<file path="src/rtl/membus_arbiter_pkg.sv">
// Shared definitions for the memory bus arbiter: default geometry, the
// requester index type and the request/response field bundles of the bus.
package membus_arbiter_pkg;

    localparam int MB_NPORT   = 3;
    localparam int MB_ADDR_W  = 32;
    localparam int MB_DATA_W  = 32;
    localparam int MB_MAX_OUT = 4;

    // Index of a requester port for the default port count
    typedef logic [$clog2(MB_NPORT)-1:0] port_idx_t;

    // Request fields as carried on the memory bus
    typedef struct packed {
        logic [MB_ADDR_W-1:0] addr;
        logic                 wen;
        logic [MB_DATA_W-1:0] wdata;
    } mem_bus_req_t;

    // Response fields as returned by the memory model
    typedef struct packed {
        logic [MB_ADDR_W-1:0] addr;
        logic                 error;
        logic [MB_DATA_W-1:0] rdata;
    } mem_bus_resp_t;

endpackage

</file>
<file path="src/rtl/membus_arbiter_tag_fifo.sv">
// Small tag FIFO remembering which port issued each outstanding request.
// The head entry is read combinationally so a response can be routed in the
// same cycle it arrives; the storage is tiny and maps to distributed RAM.
module tag_fifo #(
    parameter int DEPTH = 4,
    parameter int WIDTH = 2,
    localparam int PTR_W = (DEPTH > 1) ? $clog2(DEPTH) : 1,
    localparam int CNT_W = $clog2(DEPTH) + 1
) (
    input  logic             clk,
    input  logic             reset_n,
    input  logic             i_push,
    input  logic [WIDTH-1:0] i_wdata,
    input  logic             i_pop,
    output logic [WIDTH-1:0] o_rdata,
    output logic             o_full,
    output logic             o_empty,
    output logic [CNT_W-1:0] o_count
);

    logic [WIDTH-1:0] r_mem [DEPTH];
    logic [PTR_W-1:0] r_wr_ptr;
    logic [PTR_W-1:0] r_rd_ptr;
    logic [CNT_W-1:0] r_count;
    logic             w_do_push;
    logic             w_do_pop;

    assign o_full    = (r_count == CNT_W'(DEPTH));
    assign o_empty   = (r_count == '0);
    assign o_count   = r_count;
    assign o_rdata   = r_mem[r_rd_ptr];
    assign w_do_push = i_push && !o_full;
    assign w_do_pop  = i_pop && !o_empty;

    // Entry storage; contents need no reset because occupancy guards reads
    always_ff @(posedge clk) begin
        if (w_do_push) begin
            r_mem[r_wr_ptr] <= i_wdata;
        end
    end

    // Pointers wrap naturally since the depth is a power of two
    always_ff @(posedge clk or negedge reset_n) begin
        if (!reset_n) begin
            r_wr_ptr <= '0;
            r_rd_ptr <= '0;
            r_count  <= '0;
        end else begin
            if (w_do_push) begin
                r_wr_ptr <= r_wr_ptr + PTR_W'(1);
            end
            if (w_do_pop) begin
                r_rd_ptr <= r_rd_ptr + PTR_W'(1);
            end
            case ({w_do_push, w_do_pop})
                2'b10:   r_count <= r_count + CNT_W'(1);
                2'b01:   r_count <= r_count - CNT_W'(1);
                default: r_count <= r_count;
            endcase
        end
    end

endmodule

</file>
<file path="src/rtl/membus_arbiter.sv">
// Round-robin arbiter sharing one memory bus port among NPORT requesters.
// Requests are granted combinationally, the granted port is queued in a tag
// FIFO, and in-order responses are steered back to the queued port.
module membus_arbiter
    import membus_arbiter_pkg::*;
#(
    parameter int NPORT   = MB_NPORT,
    parameter int ADDR_W  = MB_ADDR_W,
    parameter int DATA_W  = MB_DATA_W,
    parameter int MAX_OUT = MB_MAX_OUT,
    localparam int IDX_W  = $clog2(NPORT),
    localparam int CNT_W  = $clog2(MAX_OUT) + 1
) (
    input  logic                    clk,
    input  logic                    reset_n,
    input  logic [NPORT-1:0]        req_valid,
    output logic [NPORT-1:0]        req_ready,
    input  logic [NPORT*ADDR_W-1:0] req_addr,
    input  logic [NPORT-1:0]        req_wen,
    input  logic [NPORT*DATA_W-1:0] req_wdata,
    output logic [NPORT-1:0]        resp_valid,
    output logic [ADDR_W-1:0]       resp_addr,
    output logic                    resp_error,
    output logic [DATA_W-1:0]       resp_rdata,
    output logic                    mem_req_valid,
    input  logic                    mem_req_ready,
    output logic [ADDR_W-1:0]       mem_req_addr,
    output logic                    mem_req_wen,
    output logic [DATA_W-1:0]       mem_req_wdata,
    input  logic                    mem_resp_valid,
    input  logic [ADDR_W-1:0]       mem_resp_addr,
    input  logic                    mem_resp_error,
    input  logic [DATA_W-1:0]       mem_resp_rdata,
    output logic [CNT_W-1:0]        outstanding,
    output logic                    spurious_resp
);

    logic [IDX_W-1:0]  r_rr_ptr;
    logic              r_spurious;
    logic [IDX_W-1:0]  w_grant;
    logic [IDX_W-1:0]  w_head;
    logic              w_any_valid;
    logic              w_full;
    logic              w_empty;
    logic              w_accept;
    logic              w_pop;
    logic [ADDR_W-1:0] w_addr_arr  [NPORT];
    logic [DATA_W-1:0] w_wdata_arr [NPORT];

    // First valid port at or after ptr, scanning upward with wrap-around
    function automatic logic [IDX_W-1:0] rr_pick(input logic [NPORT-1:0] valid,
                                                 input logic [IDX_W-1:0] ptr);
        logic [IDX_W-1:0] pick;
        logic             found;
        int               idx;
        pick  = ptr;
        found = 1'b0;
        for (int i = 0; i < NPORT; i++) begin
            idx = int'(ptr) + i;
            if (idx >= NPORT) begin
                idx = idx - NPORT;
            end
            if (!found && valid[idx]) begin
                pick  = IDX_W'(idx);
                found = 1'b1;
            end
        end
        return pick;
    endfunction

    // Unpack the flat per-port buses so the granted fields can be indexed
    for (genvar gi = 0; gi < NPORT; gi++) begin : g_unpack
        assign w_addr_arr[gi]  = req_addr[gi*ADDR_W +: ADDR_W];
        assign w_wdata_arr[gi] = req_wdata[gi*DATA_W +: DATA_W];
    end

    assign w_any_valid = |req_valid;
    assign w_grant     = rr_pick(req_valid, r_rr_ptr);

    // Gating with reset_n keeps the request side quiet while reset is held;
    // the full check ignores any same-cycle pop so ready never waits on a response
    assign mem_req_valid = reset_n && w_any_valid && !w_full;
    assign mem_req_addr  = w_addr_arr[w_grant];
    assign mem_req_wen   = req_wen[w_grant];
    assign mem_req_wdata = w_wdata_arr[w_grant];
    assign w_accept      = mem_req_valid && mem_req_ready;
    assign w_pop         = mem_resp_valid && !w_empty;

    // Per-port ready and response strobes
    for (genvar gi = 0; gi < NPORT; gi++) begin : g_port
        assign req_ready[gi]  = w_accept && (w_grant == IDX_W'(gi));
        assign resp_valid[gi] = w_pop && (w_head == IDX_W'(gi));
    end

    assign resp_addr     = mem_resp_addr;
    assign resp_error    = mem_resp_error;
    assign resp_rdata    = mem_resp_rdata;
    assign spurious_resp = r_spurious;

    tag_fifo #(
        .DEPTH (MAX_OUT),
        .WIDTH (IDX_W)
    ) u_tag_fifo (
        .clk     (clk),
        .reset_n (reset_n),
        .i_push  (w_accept),
        .i_wdata (w_grant),
        .i_pop   (w_pop),
        .o_rdata (w_head),
        .o_full  (w_full),
        .o_empty (w_empty),
        .o_count (outstanding)
    );

    // Advance the round-robin pointer past the port that was just accepted
    always_ff @(posedge clk or negedge reset_n) begin
        if (!reset_n) begin
            r_rr_ptr <= '0;
        end else if (w_accept) begin
            r_rr_ptr <= (w_grant == IDX_W'(NPORT - 1)) ? '0 : w_grant + IDX_W'(1);
        end
    end

    // Sticky record of a response that had no outstanding request to match
    always_ff @(posedge clk or negedge reset_n) begin
        if (!reset_n) begin
            r_spurious <= 1'b0;
        end else if (mem_resp_valid && w_empty) begin
            r_spurious <= 1'b1;
        end
    end

endmodule

</file>
<file path="config.mk">
export PLATFORM = sky130hd
export DESIGN_NAME = membus_arbiter
export DESIGN_NICKNAME = d
export VERILOG_FILES = /design/src/rtl/membus_arbiter_pkg.sv /design/src/rtl/membus_arbiter_tag_fifo.sv /design/src/rtl/membus_arbiter.sv
export SDC_FILE = /design/constraint.sdc
export NUM_CORES = 1
export LEC_CHECK = 0
export ABC_AREA = 1
export BUFFER_PORTS_ARGS = -buffer_cell sky130_fd_sc_hd__buf_2
export CORE_AREA = 2 2 159 161
export CTS_BUF_LIST = sky130_fd_sc_hd__clkbuf_2
export DETAILED_ROUTE_END_ITERATION = 16
export DIE_AREA = 0 0 161 163
export HOLD_SLACK_MARGIN = 0.08
export MAX_ROUTING_LAYER = met4
export PLACE_DENSITY = 0.51
export SYNTH_ARGS = -nofsm -noshare
export SYNTH_HDL_FRONTEND = slang
export SYNTH_HIERARCHICAL = 1
export SYNTH_SLANG_ARGS = --single-unit
</file>
<file path="constraint.sdc">
create_clock -name clk -period 3.61 [get_ports clk]
set_input_delay 0.1805 -clock clk [delete_from_list [all_inputs] [get_ports clk]]
set_output_delay 0.1805 -clock clk [all_outputs]
set_load 0.05 [all_outputs]
</file>
==> results.txt, run 1 <==
- Initial cell density of the core: 0.149
- For this run, design rule violations remaining after detail routing come to 0.
* Ys Warns: 6
- Most used flip-flop cell after synthesis: dfrtp_1
- Die height: approximately 160 um
* Slew Limit Fails: 0
* Fraction of final layout cells with drive strength greater than 1: 0.370
* Register-to-Register Setup Slack: 1.24 ns
- Run status: complete, no violations
- The first global-routing pass estimated about 23 mm of wire.
- Counting distinct cell types in the post-synthesis netlist gives 27.
- Sequential share of the synthesized area: 0.133
- Number of enable-type register cells in the synthesized netlist: 8
* Area of combinational cells with multiple inputs: 0.00230 mm2
* Area after DPL: between 0.004 and 0.005 mm2
- Most frequent cell on the critical path: nand3_1
- Data on the critical path arrives at its endpoint at between 3 and 4 ns.
- Of all nets on the critical path, the largest fanout is 44.
- The total overflow left after global routing is 0.
* Register cell area after layout: about 490 um2
- Buf/Inv on CP: 5
* Area growth from synthesis to layout: 33.1%
* Number of I/O port buffers: about 280
* Initial antenna violation count: 1
* Number of design-rule violations left by the first detailed-router iteration: around 220
- Fin Clk Skew: ~0.0032 ns
- Net count of the finished layout: around 1,100
- Clk Latency, worst-skew pair: roughly 0.29 ns
- At the placement stage, the worst setup path has a slack of slightly above 0.7 ns.
- The biggest area contributor in the post-synthesis netlist is nand2_1.
* Reg clk slew, reported paths: around 0.17 ns
* Vias: between 4,000 and 5,000
- A synthesized cell averages about 5.5 um2.
- The synthesized netlist occupies a cell area of approximately 0.0037 mm2.
- After floorplanning, the core was sized to cover ~0.025 mm2.
* Vias in the first global route: 4,309
* CP max-delay cell: dfrtp_1
* Count of fill cells added during filler insertion: ~2,900
- Final weighted congestion in routability-driven placement: slightly above 0.8
* Clock root cell: clkbuf_2
- The critical path goes through inv_1 -> ha_1 -> inv_1 -> nand3_1 -> nand2_1 -> nand3_1 -> nand3_1 -> nand2_2 -> inv_2 -> buf_4 -> nand3_1 -> nand2_1 -> buf_2.
* Critical path capture point type: primary output
- RSZ-0062 raised after global routing: false
* Data required time at the worst endpoint: 3.43 ns
* Ports placed on the boundary: slightly above 400
* Number of gates given a new drive strength after cts: 0
- Routed length per instance: ~13 um
- Synthesis produced a netlist with a net count of around 940.
- The worst setup path is of the register to primary output kind.
* Num rows: 58
- After routing the design area is between 0.004 and 0.005 mm2.
- Part of the cycle the worst path needs: 0.905
* Minimum clock period: 3.27 ns
* Final count of hold timing violations: 0
* Chip Width: 161 um
* Largest cells by area after synthesis: nand2_1, nand3_1, buf_4
- Worst slew pin tran: roughly 0.5 ns
* Total of max-cap violations: 0
- TritonCTS built the clock tree.
- In this design, the largest share of critical-path delay is due to buffers and inverters.
- Area share of the largest cell type after synthesis: 0.311
- Entering global routing, the biggest net connects 66 pins.
* Buffers from clock root to sink, at most: 2
* HPWL Detailed: ~12 mm
* Max incr delay on CP: 0.47 ns
* Total number of H-tree levels: 1
- The worst pin sits at a relative slew slack of 0.670.
* Count of state elements after synthesis: 18
- For the final routed database, the setup TNS stands at 0 ns.
- Cells after Synth: approximately 670
- In the synthesized netlist the async set-or-reset flop fraction comes to 0.556.
- The first TritonRoute pass finished after 4 iterations.
* All-layer global routing usage: 0.111
* Total length of routed wires: 15.4 mm
* Number of clock buffers inserted by TritonCTS: 3
- The die covers 0.0262 mm2.
- Number of nets with antenna violations after routing: 0
* Type of the worst min-delay path: input pin to register
- After layout, the worst setup slack is between 0.3 and 0.4 ns.
* Final-report setup violation count: 0
- In the routed layout, each cell is associated on average with a via count of ~4.0.
- Based on the critical path, the design can be clocked at up to a little over 300 MHz.
* Number of sinks driven by the clock tree: 18
- The worst setup path is launched from a register.
## cells by family after synthesis
kind of cell | count (synthesis) | share of synthesized area
adders and majority gates | 10 | 0.0360
AOI/OAI and AO/OA | 9 | 0.0166
buffers and inverters | 144 | 0.245
DFF | 18 | 0.133
and+or+nand+nor | 485 | 0.567
xor gates and xnor gates | 1 | 0.00238
## metrics by stage
step | hold slack, ns | cells | util
3_3_place_gp | 0.0687 | 1177 | 0.197
2_1_floorplan | -0.115 | 667 | -
5_1_grt | 0.201 | 1184 | 0.199
6_report | 0.196 | 1184 | 0.199
3_5_place_dp | 0.0778 | 1177 | 0.197
4_1_cts | 0.196 | 1183 | 0.199
## registers in the layout, indices dropped and copies added (netlist names)
signal / count
spurious_resp: 1
u_tag_fifo/r_rd_ptr: 2
u_tag_fifo/o_count: 3
u_tag_fifo/r_wr_ptr: 2
r_rr_ptr: 2
u_tag_fifo/r_mem: 8
## worst paths after layout
check                                          start                           endpoint  cells after the start
hold / removal                         mem_req_ready            r_rr_ptr[0]$_DFFE_PN0P_                      4
max in group asynchronous                    reset_n            r_rr_ptr[1]$_DFFE_PN0P_                      2
setup reg to reg             r_rr_ptr[0]$_DFFE_PN0P_            r_rr_ptr[0]$_DFFE_PN0P_                     14
setup / recovery             r_rr_ptr[0]$_DFFE_PN0P_                    mem_req_addr[4]                     13
min in group asynchronous                    reset_n  u_tag_fifo/o_count[2]$_DFFE_PN0P_                      2
hold reg to reg            spurious_resp$_DFFE_PN0P_          spurious_resp$_DFFE_PN0P_                      1
## layout make-up
cell class | count | area share
clock buffers | 3 | 0.00306
clock inverters | 1 | 0.000766
repair buffers | 289 | 0.313
well taps | 330 | 0.0842
flip-flops and latches | 18 | 0.100
diodes | 1 | 0.000510
multi-input cells | 505 | 0.470
inverters | 37 | 0.0283
## Yosys cell counts (3+ instances only)
cell and instances:
buf_2 23, buf_4 77, buf_6 6, dfrtp_1 10, edfxtp_1 8, ha_1 9
inv_1 27, inv_2 10, nand2_1 305, nand2_2 8, nand3_1 149, nand3_2 3
nor2_1 10, nor3_1 4, o211ai_1 4, o21ai_0 3
## tightest hold or removal path, stage by stage
cell	delay, ns
buf_2	0.08
nand2_1	0.10
nand2_1	0.08
nand2_1	0.05
## layer usage
metal	vias to the layer above	GRT usage	part of all wire
met5	-	-	0
met4	0	0.0341	0.029
met3	34	0.0176	0.077
met2	219	0.199	0.50
met1	2054	0.127	0.39
li1	2426	-	-
## timing repair
| action | 4_1_cts | 5_1_grt |
|---|---|---|
| endpoints found under the hold margin | 11 | 0 |
| hold buffers | 2 | 0 |
| buffers inserted | 0 | 0 |
## layout by cell type, fill, tap and decap left out, types with 8 or more instances in the layout
master / instances
nand3_1: 149
buf_2: 275
inv_2: 10
inv_1: 27
ha_1: 9
nand2_1: 305
dfrtp_1: 10
nor2_1: 10
edfxtp_1: 8
buf_4: 8
nand2_2: 8
Power of run 1 is not shown: default switching activity piles up to over one toggle a cycle in this logic, so the estimate is an artifact.
==> run 2: changes to the inputs <==
- CORE_AREA: 2 2 159 161 -> 2 2 160 162
- DIE_AREA: 0 0 161 163 -> 0 0 162 164
- PLACE_DENSITY: 0.51 -> 0.48
- SYNTH_HIERARCHICAL: 1 -> not set
==> results.txt, run 2 <==
- The global-route track usage on met2 came to 0.163 (-0.0361).
- The initial standard-cell utilization of the core came to 0.130 (-0.0193).
- The worst path arrival time is 3.03 ns (-0.05 ns).
- The fraction of layout cells with a size suffix above 1 is 0.434 (+0.0635).
* Die ar.: 0.0266 mm2 (+1.2%)
- Sequential share of the synthesized area: 0.152 (+0.0189)
- M1 GR Usage: 0.109 (-0.0173)
- The number of pins with negative max-slew slack in the final report was 0 (unchanged).
- The total I/O pin count came to 408 (unchanged).
- Final weighted congestion in routability-driven placement: 0.769 (-4.5%)
* Cell count after placement: 1,021 (-13%)
- The run finished with clean final reports.
- Crit-path max FO: 39 (-11%)
- The width of the chip was 162 um (+0.62%).
* Clk Latency, worst-skew pair: 0.31 ns (+0.02 ns)
- Headroom to the max-slew limit: 0.629 (-0.0408)
- met2 is the most crowded layer.
- Worst slew pin tran: 0.551 ns (+0.0565 ns)
* Number of sinks driven by the clock tree: 18 (unchanged)
- The number of hold-slack violations in the final timing report is 0 (unchanged).
* Post-Syn Nets: 785 (-17%)
* Number of nets with antenna violations after routing: 0 (unchanged)
- The core region area is 0.0248 mm2 (+0.59%).
- Net count of the finished layout: 972 (-14%)
* RSZ-0062 raised after global routing: false
- Count of state elements after synthesis: 18 (unchanged)
* Clock root cell: clkbuf_2
- The number of enable flip-flop cells after synthesis came to 8 (unchanged).
- HPWL Detailed: 10.9 mm (-7.9%)
- The number of global-route vias before repair came to 3,773 (-12%).
* Fraction of synthesis flops using an asynchronous set or reset pin: 0.556 (unchanged)
- The TritonCTS buffer count was 3 (unchanged).
* First-pass GRT wire length: 19.5 mm (-14%)
* Cells after Synth: 510 (-24%)
* Ys Warns: 0 (-6)
- Number of I/O port buffers: 277 (unchanged)
- Leaving out fill and tap cells, the most frequent cell in the layout is buf_2.
- Ranked by total cell area, the synthesized netlist is headed by nand3_1, buf_4, dfrtp_1.
- Routed length per instance: 13.2 um (+1.1%)
- Non-Filler Instances: 1,027 (-13%)
- Among all cell types in the netlist, the one instantiated most often is nand3_1.
- The number of vias per cell is 4.09 (+2.4%).
* Category of the most critical setup path: register to primary output
- The sum of negative setup slack came to 0 ns (unchanged).
* Sort of element at the start of the critical path: register
* Reg clk slew, reported paths: 0.17 ns (about the same)
- The path class of the tightest hold or removal check is input pin to register.
- Largest net degree at the start of global routing: 81 (+23%)
- All-layer global routing usage: 0.0926 (-0.0182)
* Area growth from synthesis to layout: 37.3%
- Initial antenna violation count: 1 (unchanged)
- Critical path capture point type: primary output
- Data required time at the worst endpoint: 3.43 ns (about the same)
- The total of max-cap violations was 0 (unchanged).
* Die height: 164 um (+0.61%)
- Area share of the largest cell type after synthesis: 0.419 (+0.108)
- The number of detailed-routing iterations run before antenna repair was 4 (unchanged).
- Maximum clock frequency: 312 MHz (+1.8%)
- The distinct cell type count of the synthesized netlist is 30 (+11%).
* Post-synth design cell area: 0.00323 mm2 (-12%)
* Remaining Overflow, GRT: 0 (unchanged)
* Largest register FFs: 8 (unchanged)
- Final-report setup violation count: 0 (unchanged)
- Number of design-rule violations left by the first detailed-router iteration: 195 (-13%)
- By count the netlist is led by nand3_1, buf_4, nand2_1.
* Cell taking the most area after synthesis: nand3_1
* Fin Clk Skew: 0.0155 ns (+0.0123 ns)
- The row count is 58 (unchanged).
- Buffers from clock root to sink, at most: 2 (unchanged)
* Most used flip-flop cell after synthesis: dfrtp_1
- The register with the most flip-flops in the final layout is u_tag_fifo.r_mem.
- The final worst-path cycle share came to 0.888 (-0.0164).
* CTS tree: yes
- The DRC violation count after routing is 0 (unchanged).
- The library cells used most frequently in the layout, excluding fill and tap cells, are buf_2, nand3_1, nand2_1.
* Number of buffers inserted to repair setup after CTS: 0 (unchanged)
- Minimum clock period: 3.21 ns (-0.0590 ns)
- The total detailed-routing wirelength was 13.5 mm (-12%).
* Vias: 4,205 (-11%)
- The per-instance average area after synthesis is 6.33 um2 (+15%).
* Total number of H-tree levels: 1 (unchanged)
- The fraction of met3 tracks used by global routing was 0.0222 (+0.00465).
[run 2: changes by cell type in the layout (fill, tap and decap cells not counted), moves of 3 or more]
| cell | previous run | this run |
|---|---|---|
| nand2_1 | 305 | 36 |
| nand3_1 | 149 | 270 |
| inv_2 | 10 | 1 |
| nand2_2 | 8 | 3 |
| a21oi_1 | 0 | 4 |
| inv_1 | 27 | 23 |
| nor2_1 | 10 | 14 |
| nor3_1 | 4 | 1 |
| o211ai_1 | 4 | 1 |
| o21ai_0 | 3 | 6 |
| xor2_1 | 0 | 3 |
[run 2: final cells by class]
type | instances | area, um2
fillers | 2873 | 20400
multi-input cells | 360 | 1900
repair buffers | 290 | 1510
flip-flops and latches | 18 | 490
well taps | 330 | 413
inverters | 24 | 90.1
clock buffers | 3 | 15.0
clock inverters | 1 | 3.75
diodes | 1 | 2.50
[run 2: worst max-delay path: stages (launching register included)]
cell,delay (ns)
dfrtp_1,0.40
inv_1,0.08
ha_1,0.35
inv_1,0.11
nand2_1,0.07
nand3_1,0.06
nand2_1,0.14
nand2_1,0.07
nor2_1,0.23
inv_1,0.16
nand2_8,0.27
buf_12,0.24
nand3_1,0.15
nand3_1,0.13
buf_2,0.26
[run 2: worst paths after layout]
check	startpoint	end	slack, ns	depth (start not counted)
worst max-delay path	r_rr_ptr[0]$_DFFE_PN0P_	mem_req_wdata[1]	0.40	14
max in group asynchronous	reset_n	r_rr_ptr[1]$_DFFE_PN0P_	3.15	2
worst min register to register	spurious_resp$_DFFE_PN0P_	spurious_resp$_DFFE_PN0P_	0.49	1
worst min-delay path	mem_resp_valid	spurious_resp$_DFFE_PN0P_	0.16	2
min in group asynchronous	reset_n	u_tag_fifo.r_rd_ptr[1]$_DFFE_PN0P_	0.24	2
worst max register to register	r_rr_ptr[0]$_DFFE_PN0P_	r_rr_ptr[0]$_DFFE_PN0P_	0.98	13
[run 2: kinds of logic after synthesis]
kind of cell	after synthesis	share of synthesized area
simple gates	329	0.500
buf+inv	132	0.266
compound gates	19	0.0376
flops	18	0.152
fa+ha+maj	8	0.0333
xor+xnor	4	0.0109
[run 2: what timing repair did]
item                       4_1_cts  5_1_grt
resized for setup                0        1
hold endpoints to repair        10        0
setup endpoints to repair        0        9
hold buffers                     1        0
[run 2: stage by stage]
stage / util / hold WS [ns] / cell area, um2 / setup slack, ns
2_1_floorplan: - / -0.115 / 3230 / 0.457
3_3_place_gp: 0.177 / 0.0677 / 4390 / 0.607
3_5_place_dp: 0.177 / 0.0693 / 4390 / 0.546
4_1_cts: 0.178 / 0.146 / 4420 / 0.179
5_1_grt: 0.178 / 0.142 / 4430 / 0.0893
6_report: 0.178 / 0.164 / 4430 / 0.404
[run 2: routing by layer]
metal	wire, um	part of all wire
met5	0	0
met4	157	0.012
met3	1220	0.090
met2	6590	0.49
met1	5550	0.41
Power of run 2 is left out for the same reason.
==> run 3: changes to the inputs <==
- CORE_AREA: 2 2 160 162 -> 3 3 156 158
- DIE_AREA: 0 0 162 164 -> 0 0 159 161
- PLACE_DENSITY: 0.48 -> 0.5
==> results.txt, run 3 (synthesis gave the netlist of run 2 again) <==
- Most common cell after layout, fill and taps aside: buf_2
- Reg clk slew, reported paths: 0.18 ns (about the same)
- Setup repair after global routing left no endpoint under its margin.
* Final weighted congestion in routability-driven placement: 0.789 (+2.7%)
- The total of max-cap violations was 0 (unchanged).
- Worst path arrival time: 3.07 ns (+0.04 ns)
- Leaving out fill and tap cells, the most frequent cells in the layout are buf_2, nand3_1, nand2_1.
- The total I/O pin count is 408 (unchanged).
- Clock root cell: clkbuf_2
* Final-report setup violation count: 0 (unchanged)
* Number of clock buffers inserted by TritonCTS: 3 (unchanged)
- The transition time of the tightest slew-check pin is 0.542 ns (-0.00915 ns).
- Number of I/O port buffers: 277 (unchanged)
- The worst clock skew on the final layout came to 0.00846 ns (-0.00704 ns).
- HPWL Detailed: 11.5 mm (+6.0%)
- The number of pins with negative max-slew slack in the final report is 0 (unchanged).
- The maximum number of pins on one net before global-route repair is 72 (-11%).
* Fraction of final layout cells with drive strength greater than 1: 0.431 (-0.00265)
* Sort of element at the start of the critical path: register
- The iteration-0 DRC count of the detailed router came to 199 (+2.1%).
- Part of the cycle the worst path needs: 0.901 (+0.0128)
* Buffers from clock root to sink, at most: 2 (unchanged)
* Vias in the first global route: 4,040 (+7.1%)
* Data required time at the worst endpoint: 3.43 ns (about the same)
- Vias per cell: 4.15 (+1.5%)
- Routed length per instance: 13.9 um (+5.7%)
- The core region area was 0.0233 mm2 (-6.3%).
* All-layer global routing usage: 0.105 (+0.0122)
- The number of flip-flops in the largest register came to 8 (unchanged).
- Total number of H-tree levels: 1 (unchanged)
* Num rows: 56 (-3.4%)
- Die ar.: 0.0256 mm2 (-3.6%)
- Headroom to the max-slew limit: 0.638 (+0.00836)
- Vias: 4,200 (-0.12%)
* Final count of hold timing violations: 0 (unchanged)
- First-pass GRT wire length: 21.8 mm (+12%)
- The TritonCTS sink count was 18 (unchanged).
- From synthesis to final layout, the design area changed by 36.6%.
- The final critical path time including I/O delays and setup came to 3.25 ns (+0.0463 ns).
* Initial antenna violation count: 2 (+1)
* Crit-path max FO: 54 (+38%)
- 1st-pass router iterations: 4 (unchanged)
- Critical path capture point type: primary output
- Register ranked first by flip-flop count: u_tag_fifo.r_mem
- Number of gates given a new drive strength after cts: 0 (unchanged)
- Category of the most critical setup path: register to primary output
- Initial cell density of the core: 0.139 (+0.00870)
* Number of nets with antenna violations after routing: 0 (unchanged)
- Remaining Overflow, GRT: 0 (unchanged)
- Clk Latency, worst-skew pair: 0.30 ns (about the same)
* Total negative slack for setup checks: 0 ns (unchanged)
* Run status: complete, no violations
* Type of the worst min-delay path: input pin to register
- Total length of routed wires: 14.1 mm (+4.1%)
- The overall die height came to 161 um (-1.8%).
- The width of the chip came to 159 um (-1.9%).
- The timing-limited maximum frequency was 307 MHz (-1.4%).
- The number of nets in the layout came to 967 (-0.51%).
- CTS tree: yes
- DRC Markers: 0 (unchanged)
## run 3: cell types whose count changed in the layout (fill, tap and decap cells not counted)
cell      before  now
clkbuf_2       3    4
clkinv_1       1    0
nand2_8        1    0
buf_12         2    5
buf_4         10    2
nand2_4        1    2
## run 3: layout make-up
type                       count  area, um2
antenna                        1       2.50
clock buffer                   4       20.0
fill                        2768      18900
inverter                      24       90.1
multi-input combinational    360       1890
sequential                    18        490
tap                          319        399
timing repair buffer         285       1510
## run 3: worst paths after layout
kind | from | end | slack (ns) | cells after the start
max reg2reg | r_rr_ptr[0]$_DFFE_PN0P_ | r_rr_ptr[0]$_DFFE_PN0P_ | 1.05 | 13
max in group asynchronous | reset_n | u_tag_fifo.r_wr_ptr[1]$_DFFE_PN0P_ | 3.15 | 2
min reg2reg | u_tag_fifo.r_rd_ptr[1]$_DFFE_PN0P_ | u_tag_fifo.r_rd_ptr[1]$_DFFE_PN0P_ | 0.48 | 1
max | r_rr_ptr[0]$_DFFE_PN0P_ | mem_req_wdata[5] | 0.36 | 14
min in group asynchronous | reset_n | spurious_resp$_DFFE_PN0P_ | 0.25 | 2
min | mem_resp_valid | spurious_resp$_DFFE_PN0P_ | 0.15 | 2
## run 3: what timing repair did
action | in CTS | in global routing
hold buffers | 1 | 0
buffers inserted | 0 | 0
endpoints found under the hold margin | 10 | 0
## run 3: stage by stage
stage | instances | instance area [um2] | worst slack (ns) | hold slack (ns) | util
finish | 1011 | 4410 | 0.357 | 0.147 | 0.189
global route | 1011 | 4410 | 0.0313 | 0.147 | 0.189
floorplan | 510 | 3230 | 0.457 | -0.115 | -
detailed placement | 1005 | 4380 | 0.700 | 0.0657 | 0.188
global placement | 1005 | 4380 | 0.714 | 0.0665 | 0.188
CTS | 1010 | 4410 | 0.310 | 0.136 | 0.189
## run 3: critical path, stage by stage (launching register included)
cell and delay (ns):
dfrtp_1 0.41, inv_1 0.08, ha_1 0.36, inv_1 0.12, nand2_1 0.07, nand3_1 0.06
nand2_1 0.15, nand3_4 0.12, inv_1 0.09, nand2_1 0.09, nand2_4 0.37, buf_12 0.28
nand3_1 0.12, nand3_1 0.13, buf_2 0.27
## run 3: metal layers
metal  vias up  global-route usage  routed length (um)
met5         -                   -                   0
met4         0              0.0103                  61
met3         8              0.0298                1310
met2       219               0.177                6870
met1      1894               0.130                5820
li1       2079                   -                   -
Power of run 3 is left out for the same reason.
